--- config.mk ---
export PLATFORM = sky130hd
export DESIGN_NAME = rv_decode_stage
export DESIGN_NICKNAME = d
export VERILOG_FILES = /design/src/rtl/rv_ctrl_pkg.sv /design/src/rtl/rv_ctrl_decode.sv /design/src/rtl/rv_decode_stage.sv
export SDC_FILE = /design/constraint.sdc
export NUM_CORES = 1
export LEC_CHECK = 0
export BUFFER_PORTS_ARGS = -buffer_cell sky130_fd_sc_hd__buf_4
export CAP_MARGIN = 20
export CORE_MARGIN = 10
export CORE_UTILIZATION = 49
export DETAILED_ROUTE_END_ITERATION = 10
export PLACE_DENSITY_LB_ADDON = 0.05
export SYNTH_ARGS = -nofsm -noshare
export SYNTH_HDL_FRONTEND = slang
export SYNTH_SLANG_ARGS = --single-unit
export TNS_END_PERCENT = 5
--- constraint.sdc ---
create_clock -name clk -period 5.5 [get_ports clk]
set_clock_uncertainty 0.2 [all_clocks]
set_input_delay 0.825 -clock clk [delete_from_list [all_inputs] [get_ports clk]]
set_output_delay 0.825 -clock clk [all_outputs]
set_load 0.02 [all_outputs]
--- src/rtl/rv_ctrl_pkg.sv ---
// Shared control definitions for the RV32I decode stage: opcodes, branch types,
// ALU operation classes and the packed control bundle carried into EX.
package rv_ctrl_pkg;

  localparam logic [6:0] OP_R      = 7'b0110011;
  localparam logic [6:0] OP_I      = 7'b0010011;
  localparam logic [6:0] OP_LOAD   = 7'b0000011;
  localparam logic [6:0] OP_STORE  = 7'b0100011;
  localparam logic [6:0] OP_BRANCH = 7'b1100011;
  localparam logic [6:0] OP_JAL    = 7'b1101111;
  localparam logic [6:0] OP_JALR   = 7'b1100111;
  localparam logic [6:0] OP_LUI    = 7'b0110111;
  localparam logic [6:0] OP_AUIPC  = 7'b0010111;

  typedef enum logic [2:0] {
    BR_NONE = 3'd0,
    BR_BEQ  = 3'd1,
    BR_BNE  = 3'd2,
    BR_BLT  = 3'd3,
    BR_BGE  = 3'd4,
    BR_BLTU = 3'd5,
    BR_BGEU = 3'd6
  } br_type_e;

  localparam logic [1:0] ALU_ADD   = 2'b00;
  localparam logic [1:0] ALU_CMP   = 2'b01;
  localparam logic [1:0] ALU_FUNCT = 2'b10;

  typedef struct packed {
    br_type_e   br_type;
    logic       mem_read;
    logic       mem_write;
    logic       memtoreg;
    logic       alu_src;
    logic       reg_write;
    logic       jal;
    logic       jalr;
    logic       auipc;
    logic       lui;
    logic [1:0] alu_op;
    logic       illegal;
  } ctrl_t;

  localparam ctrl_t CTRL_NOP = '0;

endpackage

--- src/rtl/rv_ctrl_decode.sv ---
// Combinational main control decoder: opcode/funct3 to control bundle plus
// source-register use flags for hazard detection.
module rv_ctrl_decode
  import rv_ctrl_pkg::*;
#(
  parameter bit UBR_EN = 1'b1
) (
  input  logic [6:0] opcode,
  input  logic [2:0] funct3,
  output ctrl_t      ctrl,
  output logic       rs1_use,
  output logic       rs2_use
);

  logic bad;

  always_comb begin
    ctrl    = CTRL_NOP;
    rs1_use = 1'b0;
    rs2_use = 1'b0;
    bad     = 1'b0;
    case (opcode)
      OP_R: begin
        ctrl.reg_write = 1'b1;
        ctrl.alu_op    = ALU_FUNCT;
        rs1_use        = 1'b1;
        rs2_use        = 1'b1;
      end
      OP_I: begin
        ctrl.reg_write = 1'b1;
        ctrl.alu_src   = 1'b1;
        ctrl.alu_op    = ALU_FUNCT;
        rs1_use        = 1'b1;
      end
      OP_LOAD: begin
        ctrl.mem_read  = 1'b1;
        ctrl.memtoreg  = 1'b1;
        ctrl.alu_src   = 1'b1;
        ctrl.reg_write = 1'b1;
        ctrl.alu_op    = ALU_ADD;
        rs1_use        = 1'b1;
      end
      OP_STORE: begin
        ctrl.mem_write = 1'b1;
        ctrl.alu_src   = 1'b1;
        ctrl.alu_op    = ALU_ADD;
        rs1_use        = 1'b1;
        rs2_use        = 1'b1;
      end
      OP_BRANCH: begin
        ctrl.alu_op = ALU_CMP;
        rs1_use     = 1'b1;
        rs2_use     = 1'b1;
        case (funct3)
          3'b000:  ctrl.br_type = BR_BEQ;
          3'b001:  ctrl.br_type = BR_BNE;
          3'b100:  ctrl.br_type = BR_BLT;
          3'b101:  ctrl.br_type = BR_BGE;
          3'b110:  if (UBR_EN) ctrl.br_type = BR_BLTU; else bad = 1'b1;
          3'b111:  if (UBR_EN) ctrl.br_type = BR_BGEU; else bad = 1'b1;
          default: bad = 1'b1;
        endcase
      end
      OP_JAL: begin
        ctrl.jal       = 1'b1;
        ctrl.reg_write = 1'b1;
      end
      OP_JALR: begin
        ctrl.jalr      = 1'b1;
        ctrl.reg_write = 1'b1;
        ctrl.alu_src   = 1'b1;
        ctrl.alu_op    = ALU_ADD;
        rs1_use        = 1'b1;
      end
      OP_LUI: begin
        ctrl.lui       = 1'b1;
        ctrl.reg_write = 1'b1;
        ctrl.alu_src   = 1'b1;
      end
      OP_AUIPC: begin
        ctrl.auipc     = 1'b1;
        ctrl.reg_write = 1'b1;
        ctrl.alu_src   = 1'b1;
      end
      default: bad = 1'b1;
    endcase
    // An illegal word must never write back or touch memory, nor stall the front end.
    if (bad) begin
      ctrl         = CTRL_NOP;
      ctrl.illegal = 1'b1;
      rs1_use      = 1'b0;
      rs2_use      = 1'b0;
    end
  end

endmodule

--- src/rtl/rv_decode_stage.sv ---
// Registered RV32I decode stage: control decode, load-use hazard detection,
// flush/hold priority into the ID/EX control register, illegal-instruction counter.
module rv_decode_stage
  import rv_ctrl_pkg::*;
#(
  parameter int REG_AW    = 5,
  parameter bit UBR_EN    = 1'b1,
  parameter bit HAZARD_EN = 1'b1,
  parameter int ILL_CNT_W = 16
) (
  input  logic                 clk,
  input  logic                 rst,
  input  logic                 instr_valid,
  input  logic [31:0]          instr,
  input  logic                 flush,
  input  logic                 hold_in,
  output logic                 stall_if,
  output logic                 ctrl_valid,
  output logic [2:0]           br_type,
  output logic                 mem_read,
  output logic                 mem_write,
  output logic                 memtoreg,
  output logic                 alu_src,
  output logic                 reg_write,
  output logic                 jal,
  output logic                 jalr,
  output logic                 auipc,
  output logic                 lui,
  output logic [1:0]           alu_op,
  output logic [REG_AW-1:0]    rs1,
  output logic [REG_AW-1:0]    rs2,
  output logic [REG_AW-1:0]    rd,
  output logic                 illegal,
  output logic [ILL_CNT_W-1:0] ill_count
);

  function automatic logic [ILL_CNT_W-1:0] sat_inc(input logic [ILL_CNT_W-1:0] v);
    return (&v) ? v : v + 1'b1;
  endfunction

  ctrl_t               ctrl_dec;
  logic                rs1_use, rs2_use;
  logic [REG_AW-1:0]   rs1_dec, rs2_dec, rd_dec;
  logic                hazard;
  logic                unused_instr_bits;

  ctrl_t               ctrl_p1;
  logic                vld_p1;
  logic [REG_AW-1:0]   rs1_p1, rs2_p1, rd_p1;
  logic [ILL_CNT_W-1:0] ill_cnt_p1;

  assign rd_dec  = instr[7 +: REG_AW];
  assign rs1_dec = instr[15 +: REG_AW];
  assign rs2_dec = instr[20 +: REG_AW];
  assign unused_instr_bits = ^instr[31:25];

  rv_ctrl_decode #(.UBR_EN(UBR_EN)) u_dec (
    .opcode  (instr[6:0]),
    .funct3  (instr[14:12]),
    .ctrl    (ctrl_dec),
    .rs1_use (rs1_use),
    .rs2_use (rs2_use)
  );

  // A load in ID/EX whose destination feeds this instruction needs one bubble.
  assign hazard = HAZARD_EN && instr_valid && vld_p1 && ctrl_p1.mem_read &&
                  (rd_p1 != '0) &&
                  ((rs1_use && (rs1_dec == rd_p1)) || (rs2_use && (rs2_dec == rd_p1)));

  assign stall_if = hazard | hold_in;

  // ---- ID/EX boundary ----
  always_ff @(posedge clk or posedge rst) begin
    if (rst) begin
      vld_p1     <= 1'b0;
      ctrl_p1    <= CTRL_NOP;
      rs1_p1     <= '0;
      rs2_p1     <= '0;
      rd_p1      <= '0;
      ill_cnt_p1 <= '0;
    end else if (flush) begin
      vld_p1  <= 1'b0;
      ctrl_p1 <= CTRL_NOP;
    end else if (hold_in) begin
      vld_p1  <= vld_p1;
    end else if (hazard) begin
      vld_p1  <= 1'b0;
      ctrl_p1 <= CTRL_NOP;
    end else begin
      vld_p1  <= instr_valid;
      ctrl_p1 <= instr_valid ? ctrl_dec : CTRL_NOP;
      rs1_p1  <= rs1_dec;
      rs2_p1  <= rs2_dec;
      rd_p1   <= rd_dec;
      if (instr_valid && ctrl_dec.illegal)
        ill_cnt_p1 <= sat_inc(ill_cnt_p1);
    end
  end

  assign ctrl_valid = vld_p1;
  assign br_type    = ctrl_p1.br_type;
  assign mem_read   = ctrl_p1.mem_read;
  assign mem_write  = ctrl_p1.mem_write;
  assign memtoreg   = ctrl_p1.memtoreg;
  assign alu_src    = ctrl_p1.alu_src;
  assign reg_write  = ctrl_p1.reg_write;
  assign jal        = ctrl_p1.jal;
  assign jalr       = ctrl_p1.jalr;
  assign auipc      = ctrl_p1.auipc;
  assign lui        = ctrl_p1.lui;
  assign alu_op     = ctrl_p1.alu_op;
  assign illegal    = ctrl_p1.illegal;
  assign rs1        = rs1_p1;
  assign rs2        = rs2_p1;
  assign rd         = rd_p1;
  assign ill_count  = ill_cnt_p1;

endmodule
* After elaboration in Yosys (flattened, before gate mapping)
Index checks and enable logic that the tools add are counted.
** Cells by class
- Equal/unequal tests :: 17
- Multiplexer cells :: 25
- Reductions and logical operators :: 20
- Add/sub/neg operators :: 1
- Bitwise gates (word level) :: 5
** Operators by type and width (number)
- 15-bit 2-to-1 mux :: 5
- 7-bit by 6-bit == test with 1-bit output (second input constant) :: 3
- 7-bit == test (second input constant) :: 3
- 3-bit one-hot mux with 6 select lines :: 1
- 6-bit OR reduction :: 3
- 16-bit by 1-bit adder with 16-bit output (second input constant) :: 1
- 1-bit 2-to-1 mux :: 16
- 16-bit AND reduction :: 1
- 7-bit by 5-bit == test with 1-bit output (second input constant) :: 2
- 3-bit == test (second input constant) :: 4
- 5-bit == test :: 2
- 8-bit OR reduction :: 1
- 7-bit by 2-bit == test with 1-bit output (second input constant) :: 1
- 1-bit logical AND :: 7
- 7-bit OR reduction :: 1
- 5-bit AND reduction :: 1
- 5-bit nonzero test :: 1
- 1-bit NOT :: 4
- 2-bit one-hot mux with 2 select lines :: 1
- 3-bit by 1-bit == test with 1-bit output (second input constant) :: 1
- 3-bit zero test :: 1
- 3-bit 2-to-1 mux :: 1
- 3-bit AND reduction :: 1
- 3-bit OR reduction :: 1
- 5 further kinds :: 5
** Word-level totals
- Register bits after elaboration :: 47
- Logic and storage cells :: 85
- Bits of input ports :: 37

* Depth between registers and ports, before layout
Gate-level depths: netlist of the first run.
- Depth in word-level cells :: 11
- Mapped depth :: 7
- Gate-level depth less buffers :: 5

* Modules after synthesis
A second synthesis of the first run with hierarchy kept.
** Second synthesis, totals
- Cells, all modules :: 224
- Area total of the unflattened synthesis :: 2542.4 um^2
** Modules (own cells, without submodules)
- rv_decode_stage :: times used 1, cells an instance 176, area each 2212.1 um^2
- rv_ctrl_decode :: times used 1, cells an instance 48, area each 330.3 um^2

* Worst setup path before layout of the first run
OpenSTA, ideal clock, no wires.
- Path kind :: in2out
- Start :: input instr[6]
- End :: output stall_if
- Cell stages on the path :: 6
- Data arrival time :: 2.014 ns
- Path buffers :: 1
- Required time :: 4.475 ns
- Setup slack :: 2.461 ns
- Cells stage by stage :: buf_2 > a21bo_1 > nor4_2 > a22oi_1 > nor3_1 > or2_2
** On the way
- Word-level cells in the longest chain between the ends :: 8
- Elaborated cells between the ends (all ways) :: 22
- Classes of those cells :: eq/ne: 9; mux: 5; bitwise: 1; reduce/logical: 7
** RTL lines
- start, declared :: RTL line rv_decode_stage.sv:14 : input logic [31:0] instr,
- 7-bit by 6-bit == test with 1-bit output, or another cell as far along :: RTL line rv_ctrl_decode.sv:22 : case (opcode)
- 8-bit OR reduction (no line), or another cell as far along
- 1-bit one-hot mux with 2 select lines or 1-bit 2-to-1 mux (tied branches) :: RTL line rv_ctrl_decode.sv:22
- 1-bit 2-to-1 mux :: RTL line rv_ctrl_decode.sv:88 : if (bad) begin
- 1-bit logical AND :: RTL line rv_decode_stage.sv:68 : ((rs1_use && (rs1_dec == rd_p1)) || (rs2_use && (rs2_dec == rd_p1)));
- 1-bit logical OR * :: RTL line rv_decode_stage.sv:68
- 1-bit logical AND * :: RTL line rv_decode_stage.sv:67 : (rd_p1 != '0) &&
- 1-bit OR * :: RTL line rv_decode_stage.sv:70 : assign stall_if = hazard | hold_in;
- end, declared :: RTL line rv_decode_stage.sv:17 : output logic stall_if,
Mark *: on every way between the ends. The rest lies on a longest branch, timed or not.

* Final worst setup path of the first run
- Start :: input instr[2]
- End :: output stall_if
Same word-level chain as after synthesis.

==> flow_metrics.py, run 1 <==
metrics = {
    "outcome": {
        "outcome": "finished clean",
    },
    "placement": {
        "numPortBuffers": 77,
        "dp_cells": 366,
        "pre_cts_slack_ns": 1.96,
        "hpwl_um": 4600,
        "gp_congestion": 0.829,
    },
    "worst_hold_path": {
        "min_to": "br_type[2]",
        "min_path_type": "flop to flop",
        "holdPathStages": 2,
        "hp-start": "br_type[2]",
    },
    "timing": {
        "period_share_pct": 64.7,
        "drv_slew": 0,
        "fin_setup_tns_ns": 0,
        "worst_pin_slew_ns": 0.999,
        "rsz0062_at_grt": "false",
        "setup_ws_ns": 1.94,
        "fmax_ghz": 0.281,
        "slew-limit-headroom_pct": 33.2,
        "finalSetupViolCount": 0,
        "hold_viol": 0,
        "finalWorstPathRequiredPeriod_ns": 3.56,
    },
    "logic_synthesis": {
        "synthCells": 229,
        "synthArstFlopShare_pct": 100,
        "synth-seq-cells": 46,
        "yosysSeqAreaShare_pct": 47.4,
        "yosys_warnings": 0,
        "synthFlopType": "dfrtp_1",
        "syn-num-nets": 267,
        "synth.distinct_cells": 45,
        "mappedNetlistArea_um2": 2430,
        "synth-edff-count": 0,
        "avgSynthCellArea_um2": 10.6,
    },
    "global_routing": {
        "grt_overflow_total": 0,
        "antenna_found_initial": 0,
        "grt_max_degree": 47,
        "grt_pass1_wl_um": 10300,
        "grt_pass1_vias": 2093,
        "grtUsageTotal_pct": 15.0,
    },
    "die": {
        "die_y_um": 90.4,
        "fp.coreArea_um2": 4750,
        "die-area_um2": 8170,
        "die_w_um": 90.4,
        "start_util_pct": 51.1,
        "rows": 25,
        "pin_count": 85,
    },
    "final_layout": {
        "fillers": 431,
        "fin_cells": 374,
        "diodes": 0,
        "final_core_util_pct": 66.3,
        "nNetsFinal": 344,
        "synthToLayoutAreaGrowth_pct": 29.8,
        "drive_gt1_share_pct": 35.2,
        "multi_input_area_um2": 1210,
        "area.sequential_um2": 1150,
    },
    "worst_setup_path": {
        "startpoint_type": "input port",
        "cp.depth": 7,
        "crit_path_max_fanout": 12,
        "critical_path_class": "input port to primary output",
        "path_cells": "buf_4 -> nand4bb_1 -> nor3_1 -> a22oi_1 -> nor3_1 -> or2_2 -> buf_4",
        "r2r_end": "rd[4]",
        "r2r_cells": 5,
        "slowest_delay_ns": 0.40,
        "cp.required_ns": 4.47,
        "end_kind": "primary output",
        "worst_path_max_delay_cell": "nor3_1",
        "critPathArrivalTime_ns": 2.53,
        "cp_top_family": "simple AND/OR/NAND/NOR gates",
        "path_buf_inv": 2,
        "r2r_start": "rd[4]",
        "regToRegSetupSlack_ns": 2.84,
        "crit_start": "instr[2]",
    },
    "drt": {
        "dr.pass1.iters": 4,
        "drc": 0,
        "route.vias.total": 1985,
        "wl_per_cell_um": 16.2,
        "via_per_inst": 5.31,
        "ant_nets": 0,
        "drtIter0Drc": 81,
        "drt-total-wl_um": 6050,
    },
    "power": {
        "vdd_drop_max_v": 0.000233,
        "p_total_uw": 891,
        "p_leak_nw": 1.51,
        "p_per_area_nw_per_um2": 283,
    },
    "clock_tree": {
        "clockRootBuffer": "clkbuf_8",
        "clock_latency_ns": 0.29,
        "post_cts_buffers": 0,
        "clockBufferDepth": 2,
        "cts-resized-gates": 0,
        "cts.sinks": 46,
        "numCtsBuffers": 5,
        "cts_hold_buffers": 0,
        "path_clk_slew_ns": 0.08,
        "cts_tree": "built",
        "cts_max_level": 2,
    },
    "flow_run": {
        "max_cap_viol_count": 0,
    },
}
-- layout make-up --
| type | instances | share of cell area [%] |
|---|---|---|
| multi-input combinational | 172 | 38.5 |
| sequential | 46 | 36.5 |
| timing repair buffer | 78 | 18.6 |
| tap | 67 | 2.66 |
| clock buffer | 7 | 2.42 |
| clock inverter | 1 | 0.953 |
| inverter | 3 | 0.357 |
-- synth_stat cells, drive strengths merged, types with 4 or more instances --
cell / instances / share of area, %
nor4b: 5 / 1.8
nor3: 13 / 2.7
xor2: 25 / 9.0
nand2: 31 / 4.8
nor2: 11 / 1.7
mux2: 17 / 9.3
o21ai: 8 / 1.6
dfrtp: 46 / 47
nand3: 8 / 1.6
o31ai: 8 / 3.0
a21oi: 4 / 0.82
nand4: 6 / 1.5
buf: 5 / 1.7
-- kinds of logic (layout without fill, tap and decap cells) --
kind of cell	after synthesis	count (layout)	share of synthesized area [%]
and+or+nand+nor	97	97	21.4
muxes	17	17	9.28
xor gates and xnor gates	25	25	9.02
DFF	46	46	47.4
AOI/OAI and AO/OA	32	32	9.69
adders and majority gates	1	1	0.515
buffers and inverters	11	89	2.63
-- tightest hold or removal path, stage by stage, from the launching register on --
cell and delay [ns]:
dfrtp_1 0.35, nand2_1 0.05, o31ai_1 0.05
-- metrics by stage --
step / hold WS (ns) / cell area [um2]
after floorplan: 0.389 / 2430
after global placement: 0.264 / 3040
after detailed placement: 0.269 / 3040
after CTS: 0.288 / 3150
after global routing: 0.310 / 3150
final: 0.280 / 3150
-- how the worst max path moves through the flow --
stage	to	slack, ns
CTS	stall_if	1.90
finish	stall_if	1.94
global placement	stall_if	1.97
global route	stall_if	1.79
detailed placement	stall_if	1.96
floorplan	stall_if	2.46
-- cell usage in the layout (no fill, tap or decap), drive strengths merged, types with 2 or more instances in the layout --
| cell type | instances |
|---|---|
| buf | 78 |
| dfrtp | 46 |
| nand2 | 31 |
| xor2 | 25 |
| mux2 | 17 |
| nor3 | 13 |
| nor2 | 11 |
| nand3 | 8 |
| o21ai | 8 |
| o31ai | 8 |
| clkbuf | 7 |
| nand4 | 6 |
| nor4b | 5 |
| a21oi | 4 |
| nor2b | 3 |
| or2 | 3 |
| nor3b | 3 |
| and4 | 3 |
| inv | 3 |
| or4 | 2 |
| a211oi | 2 |
| a22oi | 2 |
| and3 | 2 |
| nor4 | 2 |
-- where the power goes --
part           total, mW  leakage, nW  switching, mW  internal, mW
clock              0.244       0.0524          0.108         0.136
sequential         0.418        0.596         0.0431         0.375
combinational      0.229        0.860          0.121         0.109
-- flip-flops by register name, indices dropped and copies added, names as in the netlist --
register and count:
jalr 1, br_type 3, illegal 1, jal 1, auipc 1, mem_write 1, rs2 5, ctrl_valid 1
reg_write 1, mem_read 1, alu_op 2, ill_count 16, rs1 5, rd 5, lui 1, alu_src 1
-- routing by layer --
| layer | GRT usage [%] | share of wire (%) |
|---|---|---|
| met5 | 0 | 0 |
| met4 | 3.58 | 0.88 |
| met2 | 25.9 | 51 |
| met1 | 17.4 | 41 |
| met3 | 5.32 | 6.8 |
Note: power is estimated with default switching activity, not from simulation.
==> run 2: changes to the inputs <==
clock period = 3.4 ns   (was 5.5 ns; I/O delays follow)
==> run 2 against run 1 <==
Against the previous run: critical endpoint unchanged; via count up 0.30%; hold slack worse by 0.10 ns; highest routed layer unchanged; critical path depth down 2; core utilization up 0.39 points; global-route usage down 0.38 points; total power up 63%; sequential share of layout area down 0.22 points.
==> flow_metrics.py, run 2 (synthesis results as in run 1) <==
metrics = {
    "outcome": {
        "outcome": "finished clean",
    },
    "power": {
        "clkPwrFrac_pct": 28.0,
        "p_int_mw": 1.00,
        "vdd_drop_max_v": 0.000384,
        "seq_power_share_pct": 46.5,
        "netSwitchingFraction_pct": 31.1,
        "p_switching_uw": 452,
        "p_per_area_nw_per_um2": 459,
        "comb_power_share_pct": 25.5,
        "p_leak_nw": 1.52,
    },
    "worst_setup_path": {
        "end_kind": "primary output",
        "critical_path_class": "flop to primary output",
        "cp.required_ns": 2.69,
        "startpoint_type": "flop",
        "critPathArrivalTime_ns": 2.26,
        "crit_path_max_fanout": 5,
    },
    "clock_tree": {
        "post_cts_buffers": 0,
        "cts_tree": "built",
        "numCtsBuffers": 5,
        "clockRootBuffer": "clkbuf_8",
        "path_clk_slew_ns": 0.09,
        "cts_hold_buffers": 0,
        "cts-resized-gates": 0,
        "cts.sinks": 46,
        "cts_max_level": 2,
        "clockBufferDepth": 2,
        "clock_latency_ns": 0.30,
    },
    "global_routing": {
        "grt_max_degree": 47,
        "grt_overflow_total": 0,
        "grtUsageTotal_pct": 14.7,
        "grt_pass1_wl_um": 10100,
        "antenna_found_initial": 0,
        "grt_pass1_vias": 2070,
    },
    "timing": {
        "rsz0062_at_grt": "false",
        "slew-limit-headroom_pct": 35.9,
        "fmax_ghz": 0.337,
        "drv_slew": 0,
        "setup_ws_ns": 0.433,
        "finalSetupViolCount": 0,
        "finalWorstPathRequiredPeriod_ns": 2.97,
        "worst_pin_slew_ns": 0.962,
        "fin_setup_tns_ns": 0,
        "hold_viol": 0,
        "period_share_pct": 87.3,
    },
    "placement": {
        "hpwl_um": 4590,
        "numPortBuffers": 77,
        "gp_congestion": 0.829,
        "pre_cts_slack_ns": 0.546,
    },
    "die": {
        "die_w_um": 90.4,
        "die_y_um": 90.4,
        "die-area_um2": 8170,
        "pin_count": 85,
        "fp.coreArea_um2": 4750,
        "start_util_pct": 51.1,
        "rows": 25,
    },
    "final_layout": {
        "largest_reg_flops": 16,
        "synthToLayoutAreaGrowth_pct": 30.6,
        "final_cell_mix": "80 x buf_4, 46 x dfrtp_1, 31 x nand2_1, 25 x xor2_1, 13 x nor3_1",
        "final_core_util_pct": 66.7,
        "final_common_cell": "buf_4",
        "diodes": 0,
        "nNetsFinal": 346,
        "drive_gt1_share_pct": 35.9,
    },
    "drt": {
        "route.vias.total": 1991,
        "drt-total-wl_um": 6020,
        "via_per_inst": 5.30,
        "drtIter0Drc": 75,
        "dr.pass1.iters": 5,
        "wl_per_cell_um": 16.0,
        "drc": 0,
        "ant_nets": 0,
    },
    "worst_hold_path": {
        "min_path_type": "input port to flop",
    },
    "flow_run": {
        "max_cap_viol_count": 0,
    },
}
==> run 2: power by group through the flow <==
| stage | sequential (mW) | clock, mW | combinational [mW] |
|---|---|---|---|
| 6_report | 0.676 | 0.407 | 0.370 |
| 5_1_grt | 0.690 | 0.439 | 0.404 |
| 2_1_floorplan | 0.749 | 0 | 0.139 |
| 3_3_place_gp | 0.683 | 0 | 0.371 |
| 3_5_place_dp | 0.686 | 0 | 0.376 |
| 4_1_cts | 0.676 | 0.415 | 0.378 |
==> run 2: cell type report <==
cell class / count / area [um2]
Clock buffer: 6 / 72.6
Sequential cell: 46 / 1150
Tap cell: 67 / 83.8
Clock inverter: 2 / 37.5
Fill cell: 418 / 1590
Inverter: 3 / 11.3
Timing Repair Buffer: 80 / 601
Multi-Input combinational cell: 172 / 1210
==> run 2: final timing paths <==
kind | endpoint | from | cells after the start | slack (ns)
setup / recovery | stall_if | rd[1] | 5 | 0.43
hold / removal | lui | flush | 2 | 0.18
setup reg to reg | rd[0] | rd[1] | 5 | 1.07
hold reg to reg | br_type[2] | br_type[2] | 2 | 0.28
min in group asynchronous | illegal | rst | 2 | 0.21
max in group asynchronous | ill_count[11] | rst | 2 | 2.17
==> run 2: through the flow <==
| stage | area [um2] | hold WS, ns | cells | total power [mW] |
|---|---|---|---|---|
| 2_1_floorplan | 2430 | 0.376 | 229 | 0.888 |
| 3_3_place_gp | 3060 | 0.263 | 368 | 1.05 |
| 3_5_place_dp | 3060 | 0.268 | 368 | 1.06 |
| 4_1_cts | 3170 | 0.173 | 376 | 1.47 |
| 5_1_grt | 3170 | 0.168 | 376 | 1.53 |
| 6_report | 3170 | 0.177 | 376 | 1.45 |
==> run 2: routing by layer <==
metal	track usage (%)	wire [um]	up-vias
met5	0	0	-
met4	3.98	49	0
met3	5.15	359	4
met2	24.6	3020	51
met1	17.3	2600	957
li1	-	-	979
==> run 2: critical path: stages, from the launching register on <==
cell and delay [ns]:
dfrtp_1 0.44, or4_1 0.54, o2111ai_1 0.37, nor3_1 0.15, or2_2 0.29, buf_4 0.16
